$ cat config.mk
export PLATFORM = sky130hd
export DESIGN_NAME = simmem_read_only_flat
export DESIGN_NICKNAME = d
export VERILOG_FILES = /design/src/rtl/simmem_pkg.sv /design/src/rtl/simmem_read_only_if.sv /design/src/rtl/simmem_age_matrix.sv /design/src/rtl/simmem_read_only.sv /design/src/flat_wrapper.sv
export SDC_FILE = /design/constraint.sdc
export NUM_CORES = 1
export LEC_CHECK = 0
export BUFFER_PORTS_ARGS = -buffer_cell sky130_fd_sc_hd__buf_2
export CAP_MARGIN = 40
export CELL_PAD_IN_SITES_DETAIL_PLACEMENT = 1
export CELL_PAD_IN_SITES_GLOBAL_PLACEMENT = 1
export CORE_UTILIZATION = 34
export DETAILED_ROUTE_END_ITERATION = 8
export GPL_TIMING_DRIVEN = 0
export PLACE_DENSITY_LB_ADDON = 0.08
export SLEW_MARGIN = 20
export SYNTH_ARGS = -nofsm -noshare
export SYNTH_HDL_FRONTEND = slang
export SYNTH_SLANG_ARGS = --single-unit
$ cat constraint.sdc
create_clock -name clk_i -period 16.7 [get_ports clk_i]
set_input_delay 3.34 -clock clk_i [delete_from_list [all_inputs] [get_ports clk_i]]
set_output_delay 3.34 -clock clk_i [all_outputs]
set_load 0.02 [all_outputs]
$ cat src/rtl/simmem_pkg.sv
// rtl/simmem_pkg.sv - shared types and slot-state decode for the simulated memory read path
package simmem_pkg;

    localparam int IdWidth   = 4;
    localparam int AddrWidth = 32;
    localparam int DataWidth = 64;

    typedef struct packed {
        logic [IdWidth-1:0]   id;
        logic [AddrWidth-1:0] addr;
        logic [7:0]           len;
    } read_addr_req_t;

    typedef struct packed {
        logic [IdWidth-1:0]   id;
        logic [DataWidth-1:0] data;
        logic                 last;
    } read_data_t;

    typedef enum logic [2:0] {
        SLOT_FREE,
        SLOT_PENDING,
        SLOT_TIMED,
        SLOT_FILLED,
        SLOT_READY
    } slot_state_e;

    // A slot's state is fully implied by its busy flag, data flag and whether its delay expired.
    function automatic slot_state_e decode_slot(input logic busy, input logic has_data,
                                                input logic cnt_zero);
        if (!busy) begin
            return SLOT_FREE;
        end
        if (has_data) begin
            return cnt_zero ? SLOT_READY : SLOT_FILLED;
        end
        return cnt_zero ? SLOT_TIMED : SLOT_PENDING;
    endfunction

endpackage

$ cat src/rtl/simmem_read_only_if.sv
// rtl/simmem_read_only_if.sv - address and read-data handshake bundle of the read path
interface simmem_read_only_if;
    import simmem_pkg::*;

    logic           raddr_in_valid_i;
    logic           raddr_in_ready_o;
    read_addr_req_t raddr_in_data_i;
    logic           raddr_out_valid_o;
    logic           raddr_out_ready_i;
    read_addr_req_t raddr_out_data_o;
    logic           rdata_in_valid_i;
    logic           rdata_in_ready_o;
    read_data_t     rdata_in_data_i;
    logic           rdata_out_valid_o;
    logic           rdata_out_ready_i;
    read_data_t     rdata_out_data_o;

    modport slave (
        input  raddr_in_valid_i, raddr_in_data_i, raddr_out_ready_i,
        input  rdata_in_valid_i, rdata_in_data_i, rdata_out_ready_i,
        output raddr_in_ready_o, raddr_out_valid_o, raddr_out_data_o,
        output rdata_in_ready_o, rdata_out_valid_o, rdata_out_data_o
    );

    modport master (
        output raddr_in_valid_i, raddr_in_data_i, raddr_out_ready_i,
        output rdata_in_valid_i, rdata_in_data_i, rdata_out_ready_i,
        input  raddr_in_ready_o, raddr_out_valid_o, raddr_out_data_o,
        input  rdata_in_ready_o, rdata_out_valid_o, rdata_out_data_o
    );

endinterface

$ cat src/rtl/simmem_age_matrix.sv
// rtl/simmem_age_matrix.sv - relative-age tracker picking the oldest slot of two request sets
module simmem_age_matrix #(
    parameter int NumSlots = 8
) (
    input  logic                clk,
    input  logic                rst,
    input  logic [NumSlots-1:0] alloc_oh,
    input  logic [NumSlots-1:0] free_oh,
    input  logic [NumSlots-1:0] req_a,
    input  logic [NumSlots-1:0] req_b,
    output logic [NumSlots-1:0] oldest_a,
    output logic [NumSlots-1:0] oldest_b
);

    // older[i][j] == 1 means slot i was allocated before slot j
    logic [NumSlots-1:0][NumSlots-1:0] older;
    logic [NumSlots-1:0][NumSlots-1:0] older_next;

    // A request wins when it is older than every other requesting slot.
    function automatic logic [NumSlots-1:0] pick_oldest(
        input logic [NumSlots-1:0]               req,
        input logic [NumSlots-1:0][NumSlots-1:0] m
    );
        logic [NumSlots-1:0] sel;
        sel = req;
        for (int i = 0; i < NumSlots; i++) begin
            for (int j = 0; j < NumSlots; j++) begin
                if (i != j && req[j] && !m[i][j]) begin
                    sel[i] = 1'b0;
                end
            end
        end
        return sel;
    endfunction

    // New slot becomes youngest; freed slots drop out of every relation.
    always_comb begin
        older_next = older;
        for (int i = 0; i < NumSlots; i++) begin
            for (int j = 0; j < NumSlots; j++) begin
                if (i == j) begin
                    older_next[i][j] = 1'b0;
                end else if (alloc_oh[j]) begin
                    older_next[i][j] = 1'b1;
                end else if (alloc_oh[i] || free_oh[i] || free_oh[j]) begin
                    older_next[i][j] = 1'b0;
                end
            end
        end
    end

    // Age matrix register.
    always_ff @(posedge clk) begin
        if (rst) begin
            older <= '0;
        end else begin
            older <= older_next;
        end
    end

    // Oldest-first selection for both request vectors.
    always_comb begin
        oldest_a = pick_oldest(req_a, older);
        oldest_b = pick_oldest(req_b, older);
    end

endmodule

$ cat src/rtl/simmem_read_only.sv
// rtl/simmem_read_only.sv - read path that delays returned data by a minimum read latency
module simmem_read_only
    import simmem_pkg::*;
#(
    parameter int NumSlots    = 8,
    parameter int ReadLatency = 10,
    parameter int DelayWidth  = 6
) (
    input  logic              clk_i,
    input  logic              rst_i,
    simmem_read_only_if.slave bus
);

    localparam logic [DelayWidth-1:0] LoadCnt = DelayWidth'(ReadLatency - 1);
    localparam int StallLimit = 2 * ReadLatency;
    localparam int StallW     = $clog2(StallLimit + 2);

    logic [NumSlots-1:0]                 slot_busy;
    logic [NumSlots-1:0]                 slot_has_data;
    logic [NumSlots-1:0][DelayWidth-1:0] slot_cnt;
    logic [NumSlots-1:0][IdWidth-1:0]    slot_id;
    read_data_t                          slot_data [NumSlots];
    slot_state_e                         slot_state [NumSlots];

    logic [NumSlots-1:0] free_vec;
    logic [NumSlots-1:0] ready_vec;
    logic [NumSlots-1:0] data_cand;
    logic [NumSlots-1:0] data_target;
    logic [NumSlots-1:0] oldest_ready;
    logic [NumSlots-1:0] alloc_oh;
    logic [NumSlots-1:0] fill_oh;
    logic [NumSlots-1:0] release_oh;
    logic [NumSlots-1:0] rel_sel;
    logic [NumSlots-1:0] rel_lock_oh;
    logic                rel_lock;
    logic                free_any;
    logic                addr_hs;
    logic                rdata_in_ready;
    logic                rdata_out_valid;
    read_data_t          rdata_sel;
    logic [StallW-1:0]   stall_cnt;

    // Decode per-slot state and build the candidate vectors for the age matrix.
    always_comb begin
        for (int i = 0; i < NumSlots; i++) begin
            slot_state[i] = decode_slot(slot_busy[i], slot_has_data[i], slot_cnt[i] == '0);
            free_vec[i]   = (slot_state[i] == SLOT_FREE);
            ready_vec[i]  = (slot_state[i] == SLOT_READY);
            data_cand[i]  = ((slot_state[i] == SLOT_PENDING) || (slot_state[i] == SLOT_TIMED))
                            && (slot_id[i] == bus.rdata_in_data_i.id);
        end
    end

    assign free_any = |free_vec;
    assign addr_hs  = bus.raddr_in_valid_i & bus.raddr_out_ready_i & free_any;

    assign bus.raddr_out_valid_o = bus.raddr_in_valid_i & free_any;
    assign bus.raddr_in_ready_o  = bus.raddr_out_ready_i & free_any;
    assign bus.raddr_out_data_o  = bus.raddr_in_data_i;

    // Allocate the lowest-index free slot on an address handshake.
    always_comb begin
        logic found;
        alloc_oh = '0;
        found    = 1'b0;
        for (int i = 0; i < NumSlots; i++) begin
            if (!found && free_vec[i]) begin
                alloc_oh[i] = addr_hs;
                found       = 1'b1;
            end
        end
    end

    simmem_age_matrix #(
        .NumSlots (NumSlots)
    ) u_age_matrix (
        .clk      (clk_i),
        .rst      (rst_i),
        .alloc_oh (alloc_oh),
        .free_oh  (release_oh),
        .req_a    (data_cand),
        .req_b    (ready_vec),
        .oldest_a (data_target),
        .oldest_b (oldest_ready)
    );

    assign rdata_in_ready       = |data_cand;
    assign bus.rdata_in_ready_o = rdata_in_ready;
    assign fill_oh              = data_target & {NumSlots{bus.rdata_in_valid_i & rdata_in_ready}};

    // A presented-but-unaccepted slot stays selected so the payload cannot change under the requester.
    assign rel_sel               = rel_lock ? rel_lock_oh : oldest_ready;
    assign rdata_out_valid       = |ready_vec;
    assign bus.rdata_out_valid_o = rdata_out_valid;
    assign release_oh            = rel_sel & {NumSlots{rdata_out_valid & bus.rdata_out_ready_i}};

    // Payload mux for the selected release slot.
    always_comb begin
        rdata_sel = '0;
        for (int i = 0; i < NumSlots; i++) begin
            if (rel_sel[i]) begin
                rdata_sel = slot_data[i];
            end
        end
    end

    assign bus.rdata_out_data_o = rdata_sel;

    // Slot bookkeeping: allocation, fill, release and delay countdown.
    always_ff @(posedge clk_i) begin
        if (rst_i) begin
            slot_busy     <= '0;
            slot_has_data <= '0;
            slot_cnt      <= '0;
            slot_id       <= '0;
        end else begin
            for (int i = 0; i < NumSlots; i++) begin
                if (alloc_oh[i]) begin
                    slot_busy[i]     <= 1'b1;
                    slot_has_data[i] <= 1'b0;
                    slot_cnt[i]      <= LoadCnt;
                    slot_id[i]       <= bus.raddr_in_data_i.id;
                end else begin
                    if (release_oh[i]) begin
                        slot_busy[i]     <= 1'b0;
                        slot_has_data[i] <= 1'b0;
                    end
                    if (fill_oh[i]) begin
                        slot_has_data[i] <= 1'b1;
                    end
                    if (slot_cnt[i] != '0) begin
                        slot_cnt[i] <= slot_cnt[i] - DelayWidth'(1);
                    end
                end
            end
        end
    end

    // Read-data storage; validity is carried by the slot flags, so no reset is needed.
    always_ff @(posedge clk_i) begin
        for (int i = 0; i < NumSlots; i++) begin
            if (fill_oh[i]) begin
                slot_data[i] <= bus.rdata_in_data_i;
            end
        end
    end

    // Capture the selection while the requester is back-pressuring.
    always_ff @(posedge clk_i) begin
        if (rst_i) begin
            rel_lock    <= 1'b0;
            rel_lock_oh <= '0;
        end else if (rdata_out_valid && !bus.rdata_out_ready_i) begin
            rel_lock    <= 1'b1;
            rel_lock_oh <= rel_sel;
        end else begin
            rel_lock    <= 1'b0;
        end
    end

    // Count cycles a read-data beat waits with no matching slot.
    always_ff @(posedge clk_i) begin
        if (rst_i) begin
            stall_cnt <= '0;
        end else if (bus.rdata_in_valid_i && !rdata_in_ready) begin
            if (int'(stall_cnt) <= StallLimit) begin
                stall_cnt <= stall_cnt + StallW'(1);
            end
        end else begin
            stall_cnt <= '0;
        end
    end

    // Flag read data that never finds a matching outstanding request.
    always_ff @(posedge clk_i) begin
        if (!rst_i) begin
            assert (int'(stall_cnt) <= StallLimit);
        end
    end

endmodule
$ cat src/flat_wrapper.sv
// flat-port wrapper written by rule: the top's interface ports become plain ports
module simmem_read_only_flat import simmem_pkg::*;
#(
    parameter int NumSlots    = 8,
    parameter int ReadLatency = 10,
    parameter int DelayWidth  = 6
)
  (clk_i, rst_i, bus_raddr_in_valid_i, bus_raddr_in_data_i, bus_raddr_out_ready_i, bus_rdata_in_valid_i, bus_rdata_in_data_i, bus_rdata_out_ready_i, bus_raddr_in_ready_o, bus_raddr_out_valid_o, bus_raddr_out_data_o, bus_rdata_in_ready_o, bus_rdata_out_valid_o, bus_rdata_out_data_o);
  simmem_read_only_if bus_i ();
  input  logic clk_i;
  input  logic rst_i;
  input wire logic [$bits(bus_i.raddr_in_valid_i)-1:0] bus_raddr_in_valid_i;
  input wire logic [$bits(bus_i.raddr_in_data_i)-1:0] bus_raddr_in_data_i;
  input wire logic [$bits(bus_i.raddr_out_ready_i)-1:0] bus_raddr_out_ready_i;
  input wire logic [$bits(bus_i.rdata_in_valid_i)-1:0] bus_rdata_in_valid_i;
  input wire logic [$bits(bus_i.rdata_in_data_i)-1:0] bus_rdata_in_data_i;
  input wire logic [$bits(bus_i.rdata_out_ready_i)-1:0] bus_rdata_out_ready_i;
  output wire logic [$bits(bus_i.raddr_in_ready_o)-1:0] bus_raddr_in_ready_o;
  output wire logic [$bits(bus_i.raddr_out_valid_o)-1:0] bus_raddr_out_valid_o;
  output wire logic [$bits(bus_i.raddr_out_data_o)-1:0] bus_raddr_out_data_o;
  output wire logic [$bits(bus_i.rdata_in_ready_o)-1:0] bus_rdata_in_ready_o;
  output wire logic [$bits(bus_i.rdata_out_valid_o)-1:0] bus_rdata_out_valid_o;
  output wire logic [$bits(bus_i.rdata_out_data_o)-1:0] bus_rdata_out_data_o;
  assign bus_i.raddr_in_valid_i = bus_raddr_in_valid_i;
  assign bus_i.raddr_in_data_i = bus_raddr_in_data_i;
  assign bus_i.raddr_out_ready_i = bus_raddr_out_ready_i;
  assign bus_i.rdata_in_valid_i = bus_rdata_in_valid_i;
  assign bus_i.rdata_in_data_i = bus_rdata_in_data_i;
  assign bus_i.rdata_out_ready_i = bus_rdata_out_ready_i;
  assign bus_raddr_in_ready_o = bus_i.raddr_in_ready_o;
  assign bus_raddr_out_valid_o = bus_i.raddr_out_valid_o;
  assign bus_raddr_out_data_o = bus_i.raddr_out_data_o;
  assign bus_rdata_in_ready_o = bus_i.rdata_in_ready_o;
  assign bus_rdata_out_valid_o = bus_i.rdata_out_valid_o;
  assign bus_rdata_out_data_o = bus_i.rdata_out_data_o;
  simmem_read_only #(.NumSlots(NumSlots), .ReadLatency(ReadLatency), .DelayWidth(DelayWidth)) u_core (.clk_i(clk_i), .rst_i(rst_i), .bus(bus_i));
endmodule
==> impl_metrics.yaml <==
clock_network:
  clk_latency_ns: 0.65
  numCtsBuffers: 83
  cts_htree_levels: 3
  post_cts_buffers: 0
  tritoncts: "done"
  cts_hold_buf: 0
  clk_pin_slew_ns: 0.06
  cts-root-buf: "clkbuf_16"
  max-clock-path-buffers: 3
  cts_resized: 0
  cts.sinks: 713
pwr:
  vdd.ir_drop.worst_v: 0.00008415
  total_leakage_power_nw: 11.51
  power_density_mw_per_mm2: 118.3
  finalPower_w: 0.004126
  switching_share: 0.2509
  comb_power_share: 0.104
  pwr-share-clk: 0.409
  p_switching_w: 0.001035
  p_int_w: 0.003091
  power_frac_seq: 0.487
outcome:
  run_status: "completed"
flow_run:
  maxCapViolCount: 0
place:
  port_buffers: 190
  place.detailed.hpwl_um: 69180
  routabilityCongestion: 0.9100
drt:
  vias: 21580
  ant_nets: 0
  wl_um: 104500
  via_per_inst: 5.701
  avgRoutedWirePerCell_um: 27.59
  drt_pass1_iterations: 7
  drc: 0
  drtIter0Drc: 1347
worst_setup_path:
  cp_slowest_cell: "or4b_2"
  critPathLaunchType: "register"
  worstPathMaxFanout: 10
  slowest_delay_ns: 0.73
  critPathCaptureType: "output pin"
  crit_arrival_ns: 7.15
  critPathKind: "register to output pin"
  path_delay_family: "simple AND/OR/NAND/NOR gates"
  path_cells: "inv_1 -> ha_1 -> or3b_2 -> or3_1 -> inv_1 -> ha_1 -> or4b_2 -> or2_2 -> nor3_1 -> a32oi_2 -> buf_8 -> nand2_1 -> buf_2 -> clkbuf_1 -> o22ai_1 -> a221oi_2 -> buf_2"
  cp.required_ns: 13.36
  crit_buf_inv: 6
yosys:
  synthSimpleGateAreaFrac: 0.1035
  ys_seq_area_frac: 0.6703
  syn-num-nets: 2417
  synth_area_mm2: 0.02954
  synth_compound_area_frac: 0.1572
  syn_inst: 2280
  ys_ff_latch: 713
  ys.flop_type: "edfxtp_1"
  synth_fa_ha_area_frac: 0.007625
  yosysTopAreaCell: "edfxtp_1"
  yosys_warnings: 0
  synth_area_leaders: "edfxtp_1 (56%), dfxtp_1 (11%), a221oi_1 (3.8%)"
  syn_area_per_cell_um2: 12.95
  synthXorXnorAreaFrac: 0.01156
  synth_edf_count: 552
  synth_mux_area_frac: 0.009828
  synthArstFlopShare: 0
  synth_top_family_by_area: "compound AO/OA/AOI/OAI gates"
  synth_cell_types: 67
  synth_top_area_frac: 0.5612
timing:
  rsz0062_at_grt: "false"
  fmax_mhz: 95.32
  tightest_slew_ns: 0.8502
  hold_viol_final: 0
  setup_viol_count_final: 0
  finalClockSkew_ns: 0.04230
  max_slew_margin: 0.4332
  period_minus_slack_ns: 10.49
  finalCritPeriodShare: 0.6282
  slew_violations: 0
  tns_ns: 0
die:
  initial_utilization: 0.3453
  rows: 107
  fp.dieArea_mm2: 0.08805
  ioPinCount: 236
  die_h_um: 296.7
  core_area_mm2: 0.08555
  die_x_um: 296.7
final_layout:
  fin_nets: 2720
  final_cell_mix: "edfxtp_1 (552), nor2_1 (214), buf_2 (200), clkbuf_1 (185), dfxtp_1 (161)"
  area_delta_synth_final_pct: 18.08
  drive_above_1_share: 0.1587
  final_common_cell: "edfxtp_1"
  final_util: 0.4077
grt:
  antenna_found_initial: 11
  grt_first_pass_wirelength_um: 152900
  grt-ovfl-total: 0
  grt_max_degree: 57
  grt_pass1_vias: 22900
  grt_use_total: 0.2316
min_path:
  hp-class: "register to register"
==> synth_stat cells (55+ instances only) <==
cell and n:
a211o_1 70, a21oi_1 55, a221oi_1 128, a32oi_1 76, and2_1 71, clkbuf_1 160, dfxtp_1 161, edfxtp_1 552
nor2_1 214, nor3_1 137, o21ai_0 76, o22ai_1 95
==> metrics by stage <==
stage / area, um2 / setup WS [ns] / std cells / hold slack [ns]
floorplan: 29540 / 8.498 / 2280 / 0.4503
global placement: 31920 / 5.728 / 3614 / 0.4654
detailed placement: 32370 / 6.774 / 3637 / 0.4764
CTS: 34840 / 6.040 / 3780 / 0.4878
global route: 34880 / 5.913 / 3786 / 0.5116
finish: 34880 / 6.209 / 3786 / 0.4882
==> power by group through the flow <==
| stage | clock [W] | sequential (W) | combinational, W |
|---|---|---|---|
| final | 0.00169 | 0.00201 | 0.000429 |
| after global routing | 0.00178 | 0.00202 | 0.000482 |
| after CTS | 0.00172 | 0.00201 | 0.000433 |
| after detailed placement | 0 | 0.00205 | 0.000430 |
| after global placement | 0 | 0.00204 | 0.000409 |
| after floorplan | 0 | 0.00203 | 0.000308 |
==> layer usage <==
metal	GRT usage	wire (um)	vias to the layer above
li1	-	-	9602
met1	0.2903	44340	11170
met2	0.4023	51980	611
met3	0.03789	4846	187
met4	0.08056	3210	14
met5	0	91	-
==> kinds of logic (layout without fill, tap and decap cells) <==
kind of cell | Yosys count | after routing
DFF | 713 | 713
adders and majority gates | 18 | 18
other | 0 | 1
muxes | 29 | 29
buffers and inverters | 262 | 623
AOI/OAI and AO/OA | 620 | 620
and+or+nand+nor | 599 | 599
xor gates and xnor gates | 39 | 39
==> final timing paths <==
| check | from | end | slack (ns) | cells after the start |
|---|---|---|---|---|
| setup / recovery | u_core.slot_cnt[36]$_SDFFE_PP0P_ | bus_rdata_out_data_o[67] | 6.21 | 17 |
| hold / removal | u_core.slot_cnt[25]$_SDFFE_PP0N_ | u_core.slot_cnt[25]$_SDFFE_PP0N_ | 0.49 | 2 |
| setup reg to reg | u_core.slot_cnt[30]$_SDFFE_PP0P_ | u_core.slot_has_data[6]$_SDFFE_PP0P_ | 10.72 | 15 |
| hold reg to reg | u_core.slot_cnt[25]$_SDFFE_PP0N_ | u_core.slot_cnt[25]$_SDFFE_PP0N_ | 0.49 | 2 |
==> sequential cells by signal, indices dropped and copies added, names as in the netlist <==
register,flops
u_core.u_age_matrix.older,56
u_core.slot_id,32
u_core.slot_has_data,8
u_core.slot_data,552
u_core.rel_lock,1
u_core.slot_busy,8
u_core.slot_cnt,48
u_core.rel_lock_oh,8
==> worst register-to-register path, delay by kind of cell, from the launching register on <==
kind / cells / cell delay (ns)
AO/OA/AOI/OAI: 2 / 1.10
adder cells (fa/ha/maj): 2 / 0.50
buffers and inverters: 4 / 1.19
flip-flops: 1 / 0.33
AND/OR/NAND/NOR: 7 / 2.75
==> final cells by class <==
type | instances | area [um2]
diodes | 1 | 2.502
well taps | 1144 | 1431
multi-input cells | 1305 | 8610
inverters | 44 | 185.2
repair buffers | 218 | 1360
plain buffers | 218 | 1018
clock buffers | 117 | 2276
fillers | 8960 | 50670
flip-flops and latches | 713 | 19800
clock inverters | 26 | 193.9
Power figures use the tool's default switching activity.
